File: src/rtl/lsu_ctrl.sv
// Load/store sequencer between the CPU datapath and dmem.
// Sub-word stores are read-modify-write because dmem only writes whole 4-byte groups.
module lsu_ctrl #(
    parameter int ADDR_W    = 10,
    parameter int MEM_BYTES = 1024
) (
    input  logic              clk,
    input  logic              reset,
    input  logic              req_valid,
    output logic              req_ready,
    input  logic              req_we,
    input  logic [1:0]        req_size,
    input  logic              req_signed,
    input  logic [ADDR_W-1:0] req_addr,
    input  logic [31:0]       req_wdata,
    output logic              rsp_valid,
    output logic [31:0]       rsp_rdata,
    output logic              rsp_err,
    output logic              mem_e,
    output logic              mem_rw,
    output logic [ADDR_W-1:0] mem_addr,
    output logic [31:0]       mem_wdata,
    input  logic [31:0]       mem_rdata,
    output logic              busy
);

    // state | meaning
    // IDLE  | waiting for a request, req_ready high
    // RD    | dmem read of the 4 bytes at the captured address
    // CAP   | sample read data: extend for loads, merge for sub-word stores
    // WR    | dmem write of the word or merged data
    // RESP  | completion pulse
    // ERR   | error completion pulse, no dmem access
    localparam logic [2:0] IDLE = 3'd0;
    localparam logic [2:0] RD   = 3'd1;
    localparam logic [2:0] CAP  = 3'd2;
    localparam logic [2:0] WR   = 3'd3;
    localparam logic [2:0] RESP = 3'd4;
    localparam logic [2:0] ERR  = 3'd5;

    localparam logic [1:0]    SZ_BYTE   = 2'b00;
    localparam logic [1:0]    SZ_HALF   = 2'b01;
    localparam logic [1:0]    SZ_WORD   = 2'b10;
    localparam logic [ADDR_W:0] LAST_BASE = (ADDR_W+1)'(MEM_BYTES - 4);

    logic [2:0]        state;
    logic              we_q;
    logic              signed_q;
    logic [1:0]        size_q;
    logic [ADDR_W-1:0] addr_q;
    logic [31:0]       wdata_q;
    logic [31:0]       merge_q;
    logic [31:0]       rdata_q;
    logic              err_q;

    logic              accept;
    logic              req_illegal;
    logic [31:0]       load_ext;
    logic [31:0]       merge_next;

    assign req_ready   = (state == IDLE) && !reset;
    assign accept      = req_valid && req_ready;
    // dmem always touches addr..addr+3, so the bound applies to every size
    assign req_illegal = (req_size == 2'b11) || ({1'b0, req_addr} > LAST_BASE);

    always_comb begin
        load_ext = mem_rdata;
        case (size_q)
            SZ_BYTE: load_ext = {{24{signed_q & mem_rdata[7]}}, mem_rdata[7:0]};
            SZ_HALF: load_ext = {{16{signed_q & mem_rdata[15]}}, mem_rdata[15:0]};
            default: load_ext = mem_rdata;
        endcase
    end

    assign merge_next = (size_q == SZ_BYTE) ? {mem_rdata[31:8], wdata_q[7:0]}
                                            : {mem_rdata[31:16], wdata_q[15:0]};

    always_ff @(posedge clk) begin
        if (reset) begin
            state    <= IDLE;
            we_q     <= 1'b0;
            signed_q <= 1'b0;
            size_q   <= 2'b00;
            addr_q   <= '0;
            wdata_q  <= 32'h0;
            merge_q  <= 32'h0;
            rdata_q  <= 32'h0;
            err_q    <= 1'b0;
        end else begin
            case (state)
                IDLE: begin
                    if (accept) begin
                        we_q     <= req_we;
                        signed_q <= req_signed;
                        size_q   <= req_size;
                        addr_q   <= req_addr;
                        wdata_q  <= req_wdata;
                        if (req_illegal) begin
                            rdata_q <= 32'h0;
                            err_q   <= 1'b1;
                            state   <= ERR;
                        end else if (req_we && (req_size == SZ_WORD)) begin
                            state <= WR;
                        end else begin
                            state <= RD;
                        end
                    end
                end
                RD:  state <= CAP;
                CAP: begin
                    if (we_q) begin
                        merge_q <= merge_next;
                        state   <= WR;
                    end else begin
                        rdata_q <= load_ext;
                        err_q   <= 1'b0;
                        state   <= RESP;
                    end
                end
                WR: begin
                    rdata_q <= 32'h0;
                    err_q   <= 1'b0;
                    state   <= RESP;
                end
                RESP:    state <= IDLE;
                ERR:     state <= IDLE;
                default: state <= IDLE;
            endcase
        end
    end

    assign mem_e     = !reset && ((state == RD) || (state == WR));
    assign mem_rw    = !reset && (state == WR);
    assign mem_addr  = addr_q;
    assign mem_wdata = (size_q == SZ_WORD) ? wdata_q : merge_q;

    assign rsp_valid = (state == RESP) || (state == ERR);
    assign rsp_rdata = rdata_q;
    assign rsp_err   = err_q;
    assign busy      = (state != IDLE);

endmodule

File: config.mk
export PLATFORM = sky130hd
export DESIGN_NAME = lsu_ctrl
export DESIGN_NICKNAME = d
export VERILOG_FILES = /design/src/rtl/lsu_ctrl.sv
export SDC_FILE = /design/constraint.sdc
export NUM_CORES = 1
export LEC_CHECK = 0
export BUFFER_PORTS_ARGS = -buffer_cell sky130_fd_sc_hd__clkbuf_2
export CORE_UTILIZATION = 33
export CTS_CLUSTER_DIAMETER = 120
export DETAILED_ROUTE_END_ITERATION = 12
export GPL_TIMING_DRIVEN = 0
export PLACE_DENSITY = 0.63
export SLEW_MARGIN = 10
export SYNTH_ARGS = -nofsm -noshare
export SYNTH_HDL_FRONTEND = slang
export SYNTH_SLANG_ARGS = --single-unit
File: constraint.sdc
create_clock -name clk -period 2.1 [get_ports clk]
set_input_delay 0 -clock clk [delete_from_list [all_inputs] [get_ports clk]]
set_output_delay 0 -clock clk [all_outputs]
set_load 0.1 [all_outputs]
-- Word level (Yosys, flattened, before mapping)
Index checks and enable logic that the tools add are counted.
- reduce and logical (&&, ||, !) cells: 16
- bitwise logic cells: 2
- equal/unequal tests: 12
- $lt $le $gt $ge: 1
- muxes and demuxes: 16
- operators by type and width (cell ; count):
    $mux 32 ; 4
    $pmux 32 s3 ; 1
    $pmux 32 s2 ; 1
    $mux 16 ; 1
    $pmux 3 s4 ; 1
    $gt 10x10->1 const B ; 1
    $mux 3 ; 3
    $eq 2x2->1 const B ; 3
    $eq 3x2->1 const B ; 2
    $eq 3x3->1 const B ; 2
    $ne 2x2->1 const B ; 3
    $reduce_bool 3->1 ; 2
    $logic_and 1x1->1 ; 5
    $reduce_and 2->1 ; 2
    $reduce_and 4->1 ; 1
    $eq 3x1->1 const B ; 1
    $logic_not 3->1 ; 1
    $logic_or 1x1->1 ; 3
    $mux 1 ; 3
    $pmux 1 s3 ; 1
    $and 1x1->1 ; 2
    $eq 2x1->1 const B ; 1
    $logic_not 2->1 ; 1
    $mux 2 ; 1
    $logic_not 1->1 ; 1
- logic and storage cells: 56
- output and inout bits: 80
- flip-flop bits (word level): 114

-- Logic depth before layout (Yosys ltp)
Gate-level depths: netlist of the first run.
- depth in word-level cells: 6
- depth in mapped cells: 8

-- Worst setup path before layout of the first run
No wires, ideal clock.
- path type: register -> output
- start: register state[0]
- end: output mem_e
- cell stages (with the launch flop): 3
- path slack: -0.410 ns
- arrival time: 2.510 ns
- cells stage by stage: dfxtp_1 > inv_1 > nor3_1
- longest elaborated chain between the ends: 3
- elaborated cells on any way between the ends: 4
- those cells by class: 2 x eq/ne; 2 x reduce/logical
- ends and longest elaborated chain (element ; RTL line ; source):
    from (decl) ; 46 ; logic [2:0] state;
    from (signal assigned) ; 80 ; state <= IDLE;
    from (signal assigned) ; 101 ; state <= ERR;
    from (signal assigned) ; 103 ; state <= WR;
    $eq 3x1->1 / $eq 3x2->1 (equally long branches) ; 132 ; assign mem_e = !reset && ((state == RD) || (state == WR));
    $logic_or 1x1->1 (*) ; 132 ;
    $logic_and 1x1->1 (*) ; 132 ;
    to (decl) ; 19 ; output logic mem_e,
Every way passes the cells marked *; elsewhere a longest branch is shown, timed or not.

-- Worst setup path in the final report of the first run
- start: register size_q[1]
- end: output mem_wdata[4]
- longest elaborated chain between the ends: 2
- ends and longest elaborated chain (element ; RTL line ; source):
    from (decl) ; 49 ; logic [1:0] size_q;
    from (signal assigned) ; 95 ; size_q <= req_size;
    $eq 2x2->1 ; 135 ; assign mem_wdata = (size_q == SZ_WORD) ? wdata_q : merge_q;
    $mux 32 ; 135 ;
    to (decl) ; 22 ; output logic [31:0] mem_wdata,
No other way between the ends.

==> impl_metrics.json, run 1 <==
{
  "status": "finished clean",
  "totalWireLength_um": 15520,
  "synth_simple_gate_area_share_pct": 18.49,
  "worstPathMaxFanout": 10,
  "grt_overflow": 0,
  "clock_sinks": 114,
  "synth_edf_count": 0,
  "dp_hpwl_um": 10420,
  "syn_inst": 569,
  "finalClockSkew_ns": 0.004359,
  "drive_above_1_share_pct": 32.42,
  "worst_path_largest_cell_delay_ns": 0.37,
  "grt_setup_unrepaired": "no",
  "critical_path_arrival_ns": 1.95,
  "finalSetupTns_ns": 0,
  "yosysMostFrequentCell": "nand2_1",
  "clockRootBuffer": "clkbuf_16",
  "cts_made_buffers": 17,
  "min_path_type": "input port to flip-flop",
  "slew_headroom_pct": 50.53,
  "gp_congestion": 0.7771,
  "io_pins": 161,
  "setup_violations": 0,
  "cp_cell_sequence": "clkinv_4 -> nor2_4 -> buf_4 -> mux2_2 -> clkbuf_4",
  "placement.cell_area_um2": 5881,
  "maxCapViolCount": 0,
  "synth.cells.most_frequent": "nand2_1, dfxtp_1, o21ai_0",
  "via_per_inst": 4.762,
  "syn_to_final_growth_pct": 51.34,
  "synth-compound-area-share_pct": 19.80,
  "netlist_area_um2": 4852,
  "syn_nets": 650,
  "cp-end-kind": "output port",
  "cp_slowest_cell": "dfxtp_2",
  "finalCritPeriodShare_pct": 92.64,
  "grt_pass1_vias": 4860,
  "worstHoldPathCells": 4,
  "cp.required_ns": 2.10,
  "final_nets": 908,
  "max_freq_mhz": 514.0,
  "finalWorstSetupSlack_ns": 0.1546,
  "reg2reg_from": "state[1]",
  "ys_seq_area_share_pct": 47.03,
  "worstSkewPairLatency_ns": 0.41,
  "synth.top_cell.area_share_pct": 47.03,
  "ys_types": 39,
  "powerDensity_nw_per_um2": 934.6,
  "cts_tree": "built",
  "die_h_um": 123.3,
  "vdd_drop_max_mv": 0.6363,
  "htreeDepth": 4,
  "initial_core_util_pct": 34.42,
  "grt_use_total_pct": 20.88,
  "clk_pin_slew_ns": 0.05,
  "vias": 4852,
  "drc": 0,
  "drtIter0Drc": 252,
  "grt_pass1_wl_um": 24090,
  "yosys_warnings": 0,
  "wl_per_cell_um": 15.23,
  "setup.worst_path.start": "size_q[1]",
  "r2r_setup_slack_ns": 0.16,
  "hold_violations": 0,
  "die-area_um2": 15190,
  "crit_buf_inv": 3,
  "reg2reg_to": "wdata_q[19]",
  "postLayoutCoreUtil_pct": 52.09,
  "hp-start": "reset",
  "fin_hold_ws_ns": 0.1635,
  "synth_area_per_cell_um2": 8.528,
  "yosys.area_share.xor_xnor_pct": 0,
  "firstDrtPassIters": 7,
  "yosysTopAreaCell": "dfxtp_1",
  "min_period_ns": 1.945,
  "finalInstanceArea_um2": 7343,
  "crit_family": "buffers and inverters",
  "synthTopCellsByArea": "dfxtp_1, nand2_1, mux2_2",
  "final.fill_count": 1296,
  "leakage_nw": 3.082,
  "async_flop_share_pct": 0,
  "tightest_slew_ns": 0.7421,
  "diodes": 0,
  "synth_top_family_by_area": "compound AO/OA/AOI/OAI gates",
  "antenna_found_initial": 0,
  "ant_nets": 0,
  "ys.flop_type": "dfxtp_1",
  "startpoint_type": "flip-flop",
  "synth_seq_cells": 114,
  "pre_cts_ws_ns": -0.2385,
  "synth_fa_ha_area_share_pct": 0,
  "fp-row-count": 43,
  "grt_max_degree": 17,
  "io_buffers": 159,
  "path_class": "flip-flop to output port",
  "core-area_um2": 14100,
  "drv_slew": 0,
  "cts.path.max_buffers": 2,
  "rr_worst_depth": 7,
  "synthMuxAreaShare_pct": 7.633,
  "die_w_um": 123.3,
  "min_to": "state[0]"
}
==> flip-flops by register name, summed over array words and instances, names as in the netlist <==
signal / flops
state: 3
rsp_err: 1
size_q: 2
merge_q: 32
we_q: 1
mem_addr: 10
rsp_rdata: 32
wdata_q: 32
signed_q: 1
==> worst max-delay path by stage <==
stage,to,slack (ns),depth (start not counted)
after CTS,mem_wdata[10],0.05,5
final,mem_wdata[4],0.15,5
after global routing,wdata_q[12],0.02,7
after global placement,mem_wdata[10],-0.26,5
after floorplan,rsp_rdata[16],0.34,6
after detailed placement,mem_wdata[8],-0.24,5
==> metal layers <==
layer	part of all wire, %	global-route usage (%)	up-vias
met5	0	0	-
met4	1.6	7.982	0
met3	5.1	4.290	17
met2	49	36.21	159
met1	44	25.23	2244
li1	-	-	2432
==> cells in the final DEF (no fill, tap or decap), types with 3 or more instances in the layout <==
cell,netlist,layout
nand2_1,172,172
clkbuf_2,3,131
dfxtp_1,114,113
dlygate4sd3_1,0,79
o21ai_0,54,54
a21oi_1,34,34
mux2_2,32,32
nor2_1,33,31
inv_1,26,26
clkbuf_1,19,23
buf_4,5,22
o32ai_2,22,22
clkbuf_4,0,17
clkbuf_16,0,17
a311oi_1,8,8
buf_6,6,6
clkbuf_8,0,6
buf_1,4,4
clkinv_2,0,4
buf_2,6,3
nand4_1,3,3
==> repair_timing <==
action | in CTS | in global routing
pin swaps | 1 | 0
gates resized for setup | 38 | 16
setup endpoints to repair | 32 | 32
endpoints found under the hold margin | 104 | 0
hold buffers | 79 | 0
setup buffers | 1 | 0
==> tightest hold or removal path: cells and delay by family <==
| family | cells | cell delay (ns) |
|---|---|---|
| AND/OR/NAND/NOR | 1 | 0.08 |
| buffers and inverters | 1 | 0.23 |
| AO/OA/AOI/OAI | 2 | 0.22 |
==> power breakdown <==
group | switching (mW) | internal [mW] | leakage [nW] | total (mW)
logic | 1.22 | 0.490 | 1.87 | 1.71
clock network | 0.954 | 1.77 | 0.280 | 2.72
registers | 0.105 | 2.33 | 0.927 | 2.43
==> cell families after synthesis <==
family | after synthesis
buffers and inverters | 71
AO/OA/AOI/OAI | 127
multiplexers | 33
flip-flops | 114
AND/OR/NAND/NOR | 224
==> metrics by stage <==
step	instances	power [mW]
3_5_place_dp	908	4.027
3_3_place_gp	908	4.021
2_1_floorplan	569	3.656
6_report	1019	6.863
4_1_cts	1019	6.889
5_1_grt	1019	7.122
==> layout make-up <==
cell class	instances	area, um^2	area share (%)
Buffer	43	246.5	3.357
Clock buffer	26	509.2	6.935
Clock inverter	5	50.05	0.6815
Inverter	28	110.1	1.499
Multi-Input combinational cell	384	2243	30.55
Sequential cell	114	2283	31.10
Tap cell	180	225.2	3.067
Timing Repair Buffer	239	1675	22.81
No activity file was read; power rests on OpenSTA's default activity.
==> inputs of run 2 (changes only) <==
Settings changed: BUFFER_PORTS_ARGS -buffer_cell sky130_fd_sc_hd__clkbuf_2 to -buffer_cell sky130_fd_sc_hd__buf_2.
==> run 2 against run 1 <==
  * Worst setup slack worse by 0.027 ns
  * Sequential power is essentially flat
  * Power fell by 3.4%
  * Clock power fell by 8.1%
  * Sequential cell count unchanged
  * Critical path type unchanged
  * Largest cell class unchanged
==> impl_metrics.json, run 2 (synthesis gave the netlist of run 1 again) <==
{
  "vdd_drop_max_mv": 0.5600,
  "vias": 4931,
  "cts_made_buffers": 17,
  "wl_per_cell_um": 15.20,
  "cp.required_ns": 2.10,
  "drive_above_1_share_pct": 32.18,
  "grt_pass1_wl_um": 24030,
  "status": "finished clean",
  "grt_max_degree": 17,
  "core-area_um2": 14100,
  "dp_hpwl_um": 10400,
  "gp_congestion": 0.7988,
  "highest_layer": "met4",
  "grt_setup_unrepaired": "no",
  "hp-start": "reset",
  "drc": 0,
  "drv_slew": 0,
  "grt_use_total_pct": 20.85,
  "area.sequential_um2": 2282,
  "finalWorstSetupSlack_ns": 0.1273,
  "fp-row-count": 43,
  "startpoint_type": "flip-flop",
  "min_period_ns": 1.973,
  "hold_violations": 0,
  "die-area_um2": 15190,
  "postLayoutCoreUtil_pct": 51.37,
  "clock_sinks": 114,
  "clk_pin_slew_ns": 0.05,
  "max_freq_mhz": 506.9,
  "finalClockSkew_ns": 0.007132,
  "cts_tree": "built",
  "clockRootBuffer": "clkbuf_16",
  "met3_length_um": 745,
  "die_w_um": 123.3,
  "setup.worst_path.start": "size_q[1]",
  "worstSkewPairLatency_ns": 0.41,
  "firstDrtPassIters": 4,
  "layout_commonest_cell": "nand2_1",
  "totalPowerFinal_mw": 6.629,
  "finalCritPeriodShare_pct": 93.94,
  "final_nets": 908,
  "leakage_nw": 3.090,
  "drtIter0Drc": 256,
  "met2WireLength_um": 7439,
  "pre_cts_ws_ns": -0.1917,
  "wl_met1_um": 6977,
  "antenna_found_initial": 0,
  "io_buffers": 159,
  "worstPathMaxFanout": 10,
  "powerDensity_nw_per_um2": 915.5,
  "multi_input_area_um2": 2243,
  "cp-end-kind": "output port",
  "via_per_inst": 4.839,
  "slew_headroom_pct": 49.39,
  "totalWireLength_um": 15490,
  "initial_core_util_pct": 34.42,
  "tightest_slew_ns": 0.7592,
  "htreeDepth": 4,
  "setup_violations": 0,
  "grt_pass1_vias": 4855,
  "reg2reg_from": "state[1]",
  "finalInstanceArea_um2": 7241,
  "diodes": 0,
  "grt_overflow": 0,
  "ant_nets": 0,
  "placement.cell_area_um2": 5881,
  "path_class": "flip-flop to output port",
  "die_h_um": 123.3,
  "cts.path.max_buffers": 2,
  "finalSetupTns_ns": 0,
  "maxCapViolCount": 0,
  "io_pins": 161,
  "final.fill_count": 1333,
  "min_path_type": "input port to flip-flop",
  "critical_path_arrival_ns": 1.97,
  "final_cell_mix": "nand2_1, buf_2, dfxtp_1",
  "syn_to_final_growth_pct": 49.23
}
-- run 2: routing by layer --
metal | vias up | global-route usage [%]
li1 | 2429 | -
met1 | 2304 | 25.55
met2 | 174 | 35.06
met3 | 24 | 4.889
met4 | 0 | 8.434
met5 | - | 0
-- run 2: area by class of cell --
type | instances | area share, %
clock buffer | 24 | 6.515
timing repair buffer | 239 | 22.50
buffer | 43 | 3.404
inverter | 28 | 1.486
clock inverter | 7 | 0.4838
multi-input combinational | 384 | 30.98
sequential | 114 | 31.52
tap | 180 | 3.110
-- run 2: timing repair --
action,in CTS,in global routing
hold buffers,79,0
endpoints found under the setup margin,32,36
endpoints found under the hold margin,105,0
gates resized for setup,19,3
cloned,0,0
buffers inserted,1,0
pin swaps,1,0
-- run 2: report_power, final --
| part | switching, mW | internal [mW] | total, mW | leakage [nW] |
|---|---|---|---|---|
| combinational | 1.21 | 0.485 | 1.70 | 1.91 |
| sequential | 0.101 | 2.33 | 2.43 | 0.927 |
| clock | 0.961 | 1.54 | 2.50 | 0.257 |
| total | 2.28 | 4.35 | 6.63 | 3.09 |
-- run 2: path summary, 6_finish.rpt --
| check | endpoint | slack [ns] | depth (start not counted) |
|---|---|---|---|
| worst max-delay path | mem_wdata[4] | 0.13 | 5 |
| worst min-delay path | state[0] | 0.15 | 4 |
| worst max register to register | wdata_q[19] | 0.18 | 7 |
| worst min register to register | wdata_q[23] | 0.45 | 2 |
-- run 2: metrics by stage --
stage	cells	hold WS (ns)
after floorplan	569	0.1085
after CTS	1019	0.1378
after global routing	1019	0.1871
final	1019	0.1534
after detailed placement	908	0.1983
after global placement	908	0.1967
-- run 2: critical path: stages (launching register included) --
cell,delay (ns)
dfxtp_1,0.40
inv_4,0.10
nor2_4,0.16
buf_4,0.24
mux2_2,0.35
buf_2,0.29
